<file path="src/rtl/airi5c_sba_sequencer.sv">
// Turns single-word host reads/writes into Debug Module SBA register sequences on DMI.
// Best case accept->rsp_valid: 7 cycles (+2 for the sbcs config write); req_ready only in IDLE, one DMI op in flight.
module airi5c_sba_sequencer #(
    parameter int POLL_MAX  = 16,
    parameter int RETRY_MAX = 8
) (
    input  logic        CLK,
    input  logic        nRESET,
    input  logic        req_valid,
    output logic        req_ready,
    input  logic        req_we,
    input  logic [31:0] req_addr,
    input  logic [31:0] req_wdata,
    output logic        rsp_valid,
    output logic [31:0] rsp_rdata,
    output logic        rsp_err,
    output logic        dmi_req_valid,
    input  logic        dmi_req_ready,
    output logic [6:0]  dmi_addr,
    output logic [31:0] dmi_wdata,
    output logic [1:0]  dmi_op,
    input  logic        dmi_rsp_valid,
    input  logic [31:0] dmi_rsp_data,
    input  logic [1:0]  dmi_rsp_op
);

    localparam logic [6:0]  A_SBCS   = 7'h38;
    localparam logic [6:0]  A_SBADDR = 7'h39;
    localparam logic [6:0]  A_SBDATA = 7'h3C;
    localparam logic [31:0] CFG_WORD = 32'h0054_7000;
    localparam logic [1:0]  OP_RD    = 2'd1;
    localparam logic [1:0]  OP_WR    = 2'd2;
    localparam int          PW       = $clog2(POLL_MAX + 1);
    localparam int          RW       = $clog2(RETRY_MAX + 1);

    typedef enum logic [2:0] {
        S_IDLE, S_CFG, S_ADDR, S_DATA, S_POLL, S_RDATA, S_CLR, S_RESP
    } state_t;

    state_t         state_q, state_d;
    logic           wait_q, wait_d;
    logic           cfg_done_q, cfg_done_d;
    logic           err_q, err_d;
    logic           we_q, we_d;
    logic [31:0]    addr_q, addr_d;
    logic [31:0]    wdata_q, wdata_d;
    logic [31:0]    rdata_q, rdata_d;
    logic [PW-1:0]  poll_q, poll_d;
    logic [RW-1:0]  retry_q, retry_d;
    logic           fail;
    logic           dmi_state;

    always_ff @(posedge CLK or negedge nRESET) begin
        if (!nRESET) begin
            state_q    <= S_IDLE;
            wait_q     <= 1'b0;
            cfg_done_q <= 1'b0;
            err_q      <= 1'b0;
            we_q       <= 1'b0;
            addr_q     <= '0;
            wdata_q    <= '0;
            rdata_q    <= '0;
            poll_q     <= '0;
            retry_q    <= '0;
        end else begin
            state_q    <= state_d;
            wait_q     <= wait_d;
            cfg_done_q <= cfg_done_d;
            err_q      <= err_d;
            we_q       <= we_d;
            addr_q     <= addr_d;
            wdata_q    <= wdata_d;
            rdata_q    <= rdata_d;
            poll_q     <= poll_d;
            retry_q    <= retry_d;
        end
    end

    assign dmi_state     = !(state_q inside {S_IDLE, S_RESP});
    assign dmi_req_valid = dmi_state && !wait_q;
    // Gated with nRESET so the host sees no ready while reset is held.
    assign req_ready     = nRESET && (state_q == S_IDLE);
    assign rsp_valid     = (state_q == S_RESP);
    assign rsp_err       = rsp_valid && err_q;
    assign rsp_rdata     = (rsp_valid && !err_q && !we_q) ? rdata_q : 32'h0;

    always_comb begin
        dmi_addr  = 7'h0;
        dmi_wdata = 32'h0;
        dmi_op    = 2'd0;
        case (state_q)
            S_CFG, S_CLR: begin dmi_addr = A_SBCS;   dmi_wdata = CFG_WORD; dmi_op = OP_WR; end
            S_ADDR:       begin dmi_addr = A_SBADDR; dmi_wdata = addr_q;   dmi_op = OP_WR; end
            S_DATA:       begin dmi_addr = A_SBDATA; dmi_wdata = wdata_q;  dmi_op = OP_WR; end
            S_POLL:       begin dmi_addr = A_SBCS;   dmi_op = OP_RD; end
            S_RDATA:      begin dmi_addr = A_SBDATA; dmi_op = OP_RD; end
            default: ;
        endcase
    end

    always_comb begin
        state_d    = state_q;
        wait_d     = wait_q;
        cfg_done_d = cfg_done_q;
        err_d      = err_q;
        we_d       = we_q;
        addr_d     = addr_q;
        wdata_d    = wdata_q;
        rdata_d    = rdata_q;
        poll_d     = poll_q;
        retry_d    = retry_q;
        fail       = 1'b0;

        case (state_q)
            S_IDLE: begin
                if (req_valid) begin
                    we_d    = req_we;
                    addr_d  = {req_addr[31:2], 2'b00};
                    wdata_d = req_wdata;
                    rdata_d = '0;
                    err_d   = 1'b0;
                    poll_d  = '0;
                    retry_d = '0;
                    wait_d  = 1'b0;
                    state_d = cfg_done_q ? S_ADDR : S_CFG;
                end
            end
            S_RESP: state_d = S_IDLE;
            default: begin
                if (!wait_q) begin
                    if (dmi_req_ready) wait_d = 1'b1;
                end else if (dmi_rsp_valid) begin
                    wait_d  = 1'b0;
                    retry_d = '0;
                    if (dmi_rsp_op == 2'd3) begin
                        // Busy answer: same state re-issues the identical op.
                        if (retry_q < RW'(RETRY_MAX)) retry_d = retry_q + RW'(1);
                        else                          fail    = 1'b1;
                    end else if (dmi_rsp_op != 2'd0) begin
                        fail = 1'b1;
                    end else begin
                        case (state_q)
                            S_CFG: begin
                                cfg_done_d = 1'b1;
                                state_d    = S_ADDR;
                            end
                            S_ADDR: state_d = we_q ? S_DATA : S_POLL;
                            S_DATA: state_d = S_POLL;
                            S_POLL: begin
                                if (dmi_rsp_data[22] || (dmi_rsp_data[14:12] != 3'd0)) begin
                                    fail = 1'b1;
                                end else if (dmi_rsp_data[21]) begin
                                    if (poll_q + PW'(1) == PW'(POLL_MAX)) fail   = 1'b1;
                                    else                                  poll_d = poll_q + PW'(1);
                                end else begin
                                    state_d = we_q ? S_RESP : S_RDATA;
                                end
                            end
                            S_RDATA: begin
                                rdata_d = dmi_rsp_data;
                                state_d = S_RESP;
                            end
                            default: state_d = S_RESP;
                        endcase
                    end
                end
            end
        endcase

        // A failure inside the recovery write itself reports instead of looping.
        if (fail) begin
            err_d      = 1'b1;
            cfg_done_d = 1'b0;
            retry_d    = '0;
            wait_d     = 1'b0;
            state_d    = (state_q == S_CLR) ? S_RESP : S_CLR;
        end
    end

endmodule
</file>
<file path="config.mk">
export PLATFORM = sky130hd
export DESIGN_NAME = airi5c_sba_sequencer
export DESIGN_NICKNAME = d
export VERILOG_FILES = /design/src/rtl/airi5c_sba_sequencer.sv
export SDC_FILE = /design/constraint.sdc
export NUM_CORES = 1
export LEC_CHECK = 0
export CORE_AREA = 2 2 112 114
export DETAILED_ROUTE_END_ITERATION = 10
export DIE_AREA = 0 0 114 116
export GPL_ROUTABILITY_DRIVEN = 1
export PLACE_DENSITY = 0.79
export SLEW_MARGIN = 20
export SYNTH_ARGS = -nofsm -noshare
export SYNTH_HDL_FRONTEND = slang
export SYNTH_SLANG_ARGS = --single-unit
</file>
<file path="constraint.sdc">
create_clock -name CLK -period 2.5 [get_ports CLK]
set_input_delay 0.5 -clock CLK [delete_from_list [all_inputs] [get_ports CLK]]
set_output_delay 0.5 -clock CLK [all_outputs]
set_load 0.01 [all_outputs]
</file>
Yosys cells after proc, flatten, opt, wreduce, memory -nomap -nowiden
Index checks and enable logic that the tools add are counted.
{"block": "totals", "ff_bits": 110, "input_bits": 104, "output_inout_bits": 77, "elab_cells": 146}
{"block": "classes", "addsub": 2, "order_cmp": 1, "eq_ne": 23, "mux": 67, "n_bitwise": 1, "n_reduce_logical": 42}
{"cell": "$mux W32", "n": 7}
{"cell": "$pmux W32 S3", "n": 1}
{"cell": "$pmux W32 S2", "n": 1}
{"cell": "$mux W5", "n": 9}
{"cell": "$mux W3", "n": 9}
{"cell": "$mux W1", "n": 25}
{"cell": "$mux W4", "n": 6}
{"cell": "$reduce_bool A2 Y1", "n": 12}
{"cell": "$pmux W6 S3", "n": 1}
{"cell": "$ne A2 B2 Y1 const B", "n": 7}
{"cell": "$reduce_and A7 Y1", "n": 2}
{"cell": "$eq A3 B3 Y1 const B", "n": 4}
{"cell": "$pmux W3 S4", "n": 1}
{"cell": "$ne A5 B5 Y1 const B", "n": 2}
{"cell": "$pmux W5 S2", "n": 1}
{"cell": "$reduce_and A10 Y1", "n": 1}
{"cell": "$reduce_bool A3 Y1", "n": 3}
{"cell": "$ne A4 B4 Y1 const B", "n": 2}
{"cell": "$pmux W4 S2", "n": 1}
{"cell": "$reduce_bool A4 Y1", "n": 2}
{"cell": "$reduce_or A2 Y1", "n": 4}
{"cell": "$eq A3 B2 Y1 const B", "n": 2}
{"cell": "$pmux W3 S2", "n": 1}
{"cell": "$reduce_and A2 Y1", "n": 3}
{"cell": "20 further kinds", "n": 29}

Depth between registers and ports, before layout
{"block": "depth", "word_depth": 13, "ltp_mapped": 8, "depth_no_buf": 6}

Worst setup path before layout
Ideal clock, no wire load.
{"block": "synth_timing", "path_type": "register to output", "from": "register state_q[1]", "to": "output dmi_wdata[15]", "arrival_ns": 1.696, "required_time_ns": 2.000, "setup_slack_ns": 0.304, "stages_incl_launch_ff": 6, "path_buffers": 2, "cell_sequence": "dfrtp_1 buf_2 inv_1 nor3_1 clkbuf_1 a22o_1"}
{"block": "synth_via", "elab_chain_len": 3, "elab_cells_between_ends": 6, "classes_between": "4 x eq/ne; 1 x mux; 1 x reduce/logical"}
{"element": "start, declared", "line": "40", "source": "state_t state_q, state_d;"}
{"element": "start signal, assigned", "line": "66", "source": "state_q <= state_d;"}
{"element": "$eq A3 B3 Y1 or $eq A3 B1 Y1 (tied branches)", "line": "91", "source": "case (state_q)"}
{"element": "$reduce_or A2 Y1"}
{"element": "$pmux W32 S3 (*)", "line": "91"}
{"element": "end, declared", "line": "20", "source": "output logic [31:0] dmi_wdata,"}
Mark *: on every way between the ends. The rest lies on a longest branch, timed or not.

Worst setup path in the final report
{"block": "layout_timing", "from": "register state_q[1]", "to": "output dmi_wdata[18]"}
Same word-level chain as after synthesis.

==> results.md <==
* Status: finished clean
* Synthesized cell area at 0.00538 sq mm
* Die Height at 116 um
* Final setup fails at 0
* Lkg Pwr at 4.06 nW
* Hold Worst Slack at 0.468 ns
* Worst path arrival time at 1.93 ns
* DPL Wire Length at 10,200 um
* Flop2flop setup slack at 0.23 ns
* Ports at 181
* Hold Path Class: in2async
* Period minus WS final at 2.43 ns
* Worst r2r dst: state_q[1]
* Syn Inst Count at 651
* Synth Area per Inst at 8.27 sq um
* Final Slew Violations at 0
* Die W at 114 um
* Reg-to-Reg Start: state_q[0]
* Main synth FF type: dfrtp_1
* Slew at the pin closest to its max-slew limit at 0.731 ns
* Top-area cell type share of the netlist area at 51.1%
* CTS Buf Count at 9
* Die Area at 0.0132 sq mm
* Post-synth top area cell: dfrtp_1
* TritonCTS clock tree: done
* PwrDens at 986 mW/mm^2
* Routed WL at 15,200 um
* Clock Root Buffer: clkbuf_16
* Count leader, synth: nand2_1
* Vias in the first global route at 4,872
* First-pass GRT wire length at 24,100 um
* Fmax at 412 MHz
* Synth area leaders: dfrtp_1 51%, nand2_1 18%, o21ai_0 6.0%
* Clock sinks at 110
* Period Utilization, post-route at 97.2%
* Starting Density at 45.2%
* Layout Nets at 941
* Max-cap violations at 0
* Top fanout value on the critical path at 15
* Final setup skew at 0.00510 ns
* Share of the yosys chip area belonging to registers at 51.1%
* Clk buf depth at 2
* Antenna viol nets, final at 0
* CTS H-tree depth at 3
* Total track usage at 23.2%
* Reg2Reg Depth at 7
* Distinct cells, synth at 48
* Pwr Total at 7.82 mW
* Via density at 5.17
* Place WS at -0.188 ns
* Synth warnings at 0
* Clock-pin slew on the worst setup and hold paths at 0.07 ns
* Setup crit end kind: output port
* FF+latch count, synth at 110
* Final hold viol count at 0
* GP Congestion at 0.982
* PortBufs at 176
* Non-filler cells, final at 986
* DRC errors left at 0
* Largest net degree at the start of global routing at 65
* TritonRoute pass-1 iters at 5
* WS Path Type: reg2out
* Drt initial violations at 382
* Synth top cells by count: 262 x nand2_1, 110 x dfrtp_1, 65 x o21ai_0
* Core Util, Final at 66.6%
* Synth-to-Final Area Change at 47.3%
* Diode count at 0
* Placed instance area at 0.00743 sq mm
* Async S/R FF share, synth at 100%
* TNS Setup at 0 ns
* Clock latency at the later pin of the worst-skew pair at 0.36 ns
* Core area at 0.0119 sq mm
* Rows at 40
* Aggregate global routing overflow at 0
* FILL cells at 967
* RSZ-0062 raised after global routing: no
* EDFF count, synth at 0
* Inst Count DP at 954
* Via count at 5,097
* Required @ worst endpoint at 2.00 ns
* Layout Cell Area excl Fill at 0.00793 sq mm
* Share of cells above drive strength 1 at 9.54%
* Antenna violations before repair at 0
* Largest vdd supply drop at 0.527 mV
* Final worst slack at 0.0700 ns
* Startpoint types: flop
* WL per Instance at 15.4 um
* Headroom to the max-slew limit at 51.3%
report_power, final:
part           leakage [nW]  internal, mW  total, mW  switching, mW
clock network         0.170         0.985       1.66          0.676
logic                  2.49          1.51       3.22           1.72
registers              1.40          2.52       2.94          0.420
layout by cell type, fill, tap and decap left out, types with 2 or more instances in the layout:
cell | synthesis | routed
nand2b_1 | 3 | 3
buf_12 | 0 | 7
clkbuf_16 | 0 | 9
o21ai_0 | 65 | 64
nor3_4 | 0 | 4
nor2b_1 | 4 | 4
bufinv_16 | 0 | 3
and2_2 | 1 | 2
nor2_1 | 13 | 12
a211oi_1 | 2 | 2
mux2i_1 | 2 | 2
conb_1 | 1 | 2
nor3_1 | 8 | 4
a21oi_1 | 15 | 15
clkinv_4 | 0 | 2
inv_1 | 11 | 10
dlygate4sd2_1 | 0 | 55
clkbuf_2 | 0 | 4
nand2_1 | 262 | 261
or3_1 | 3 | 2
dlymetal6s2s_1 | 0 | 6
buf_6 | 0 | 2
a41oi_1 | 2 | 2
o21a_1 | 3 | 3
o31ai_1 | 2 | 2
clkdlybuf4s50_1 | 0 | 109
dfrtp_1 | 110 | 108
and2_1 | 42 | 40
o22ai_1 | 2 | 2
buf_4 | 4 | 29
nand3b_1 | 2 | 2
buf_16 | 0 | 3
a22o_1 | 26 | 26
ha_1 | 3 | 3
nand3_1 | 2 | 2
dfrtp_2 | 0 | 2
registers in the layout, summed over array words and instances, names as in the netlist:
signal,cells
wdata_q,32
err_q,1
cfg_done_q,1
we_q,1
addr_q,30
state_q,3
wait_q,1
retry_q,4
rdata_q,32
poll_q,5
kinds of logic after synthesis:
logic type      count (synthesis)  share of synthesized area, %
mux                             3                         0.581
other cells                     1                        0.0697
buf+inv                        57                          4.42
flops                         110                          51.1
fa+ha+maj                       3                         0.697
xor+xnor                        1                         0.163
simple gates                  347                          27.7
compound gates                129                          15.2
metal layers:
metal	up-vias	global-route usage (%)	routed length, um
met1	2383	29.7	6410
met2	206	38.3	7230
met4	0	8.37	231
li1	2493	-	-
met3	15	6.12	1290
met5	-	0	0
worst max path at each step:
stage,start,endpoint
final,state_q[1],dmi_wdata[18]
after global routing,state_q[1],rsp_rdata[10]
after CTS,state_q[2],dmi_wdata[5]
after detailed placement,dmi_rsp_data[22],state_q[2]
after global placement,dmi_rsp_data[22],state_q[2]
after floorplan,state_q[1],dmi_wdata[15]
area by class of cell:
cell class | instances | area [sq um] | area share, %
clock buffers | 9 | 225 | 2.84
clock inverters | 7 | 121 | 1.53
inverters | 11 | 43.8 | 0.552
multi-input cells | 485 | 2450 | 30.9
flip-flops and latches | 110 | 2760 | 34.7
well taps | 147 | 184 | 2.32
repair buffers | 217 | 2150 | 27.1
timing repair:
item                                    4_1_cts  5_1_grt
resized for setup                            79       14
buffers inserted                              9        3
cloned                                        3        0
hold endpoints to repair                      1        0
endpoints found under the setup margin       71       31
pin swaps                                     2        2
hold buffers                                  1        0
worst max-delay path, cell delays in order, from the launching register on:
cell and delay (ns):
dfrtp_1 0.42, buf_4 0.16, buf_4 0.17, a21oi_1 0.13, nand2_1 0.06, o21ai_0 0.07, clkdlybuf4s50_1 0.56
(Power assumes the default switching activity.)
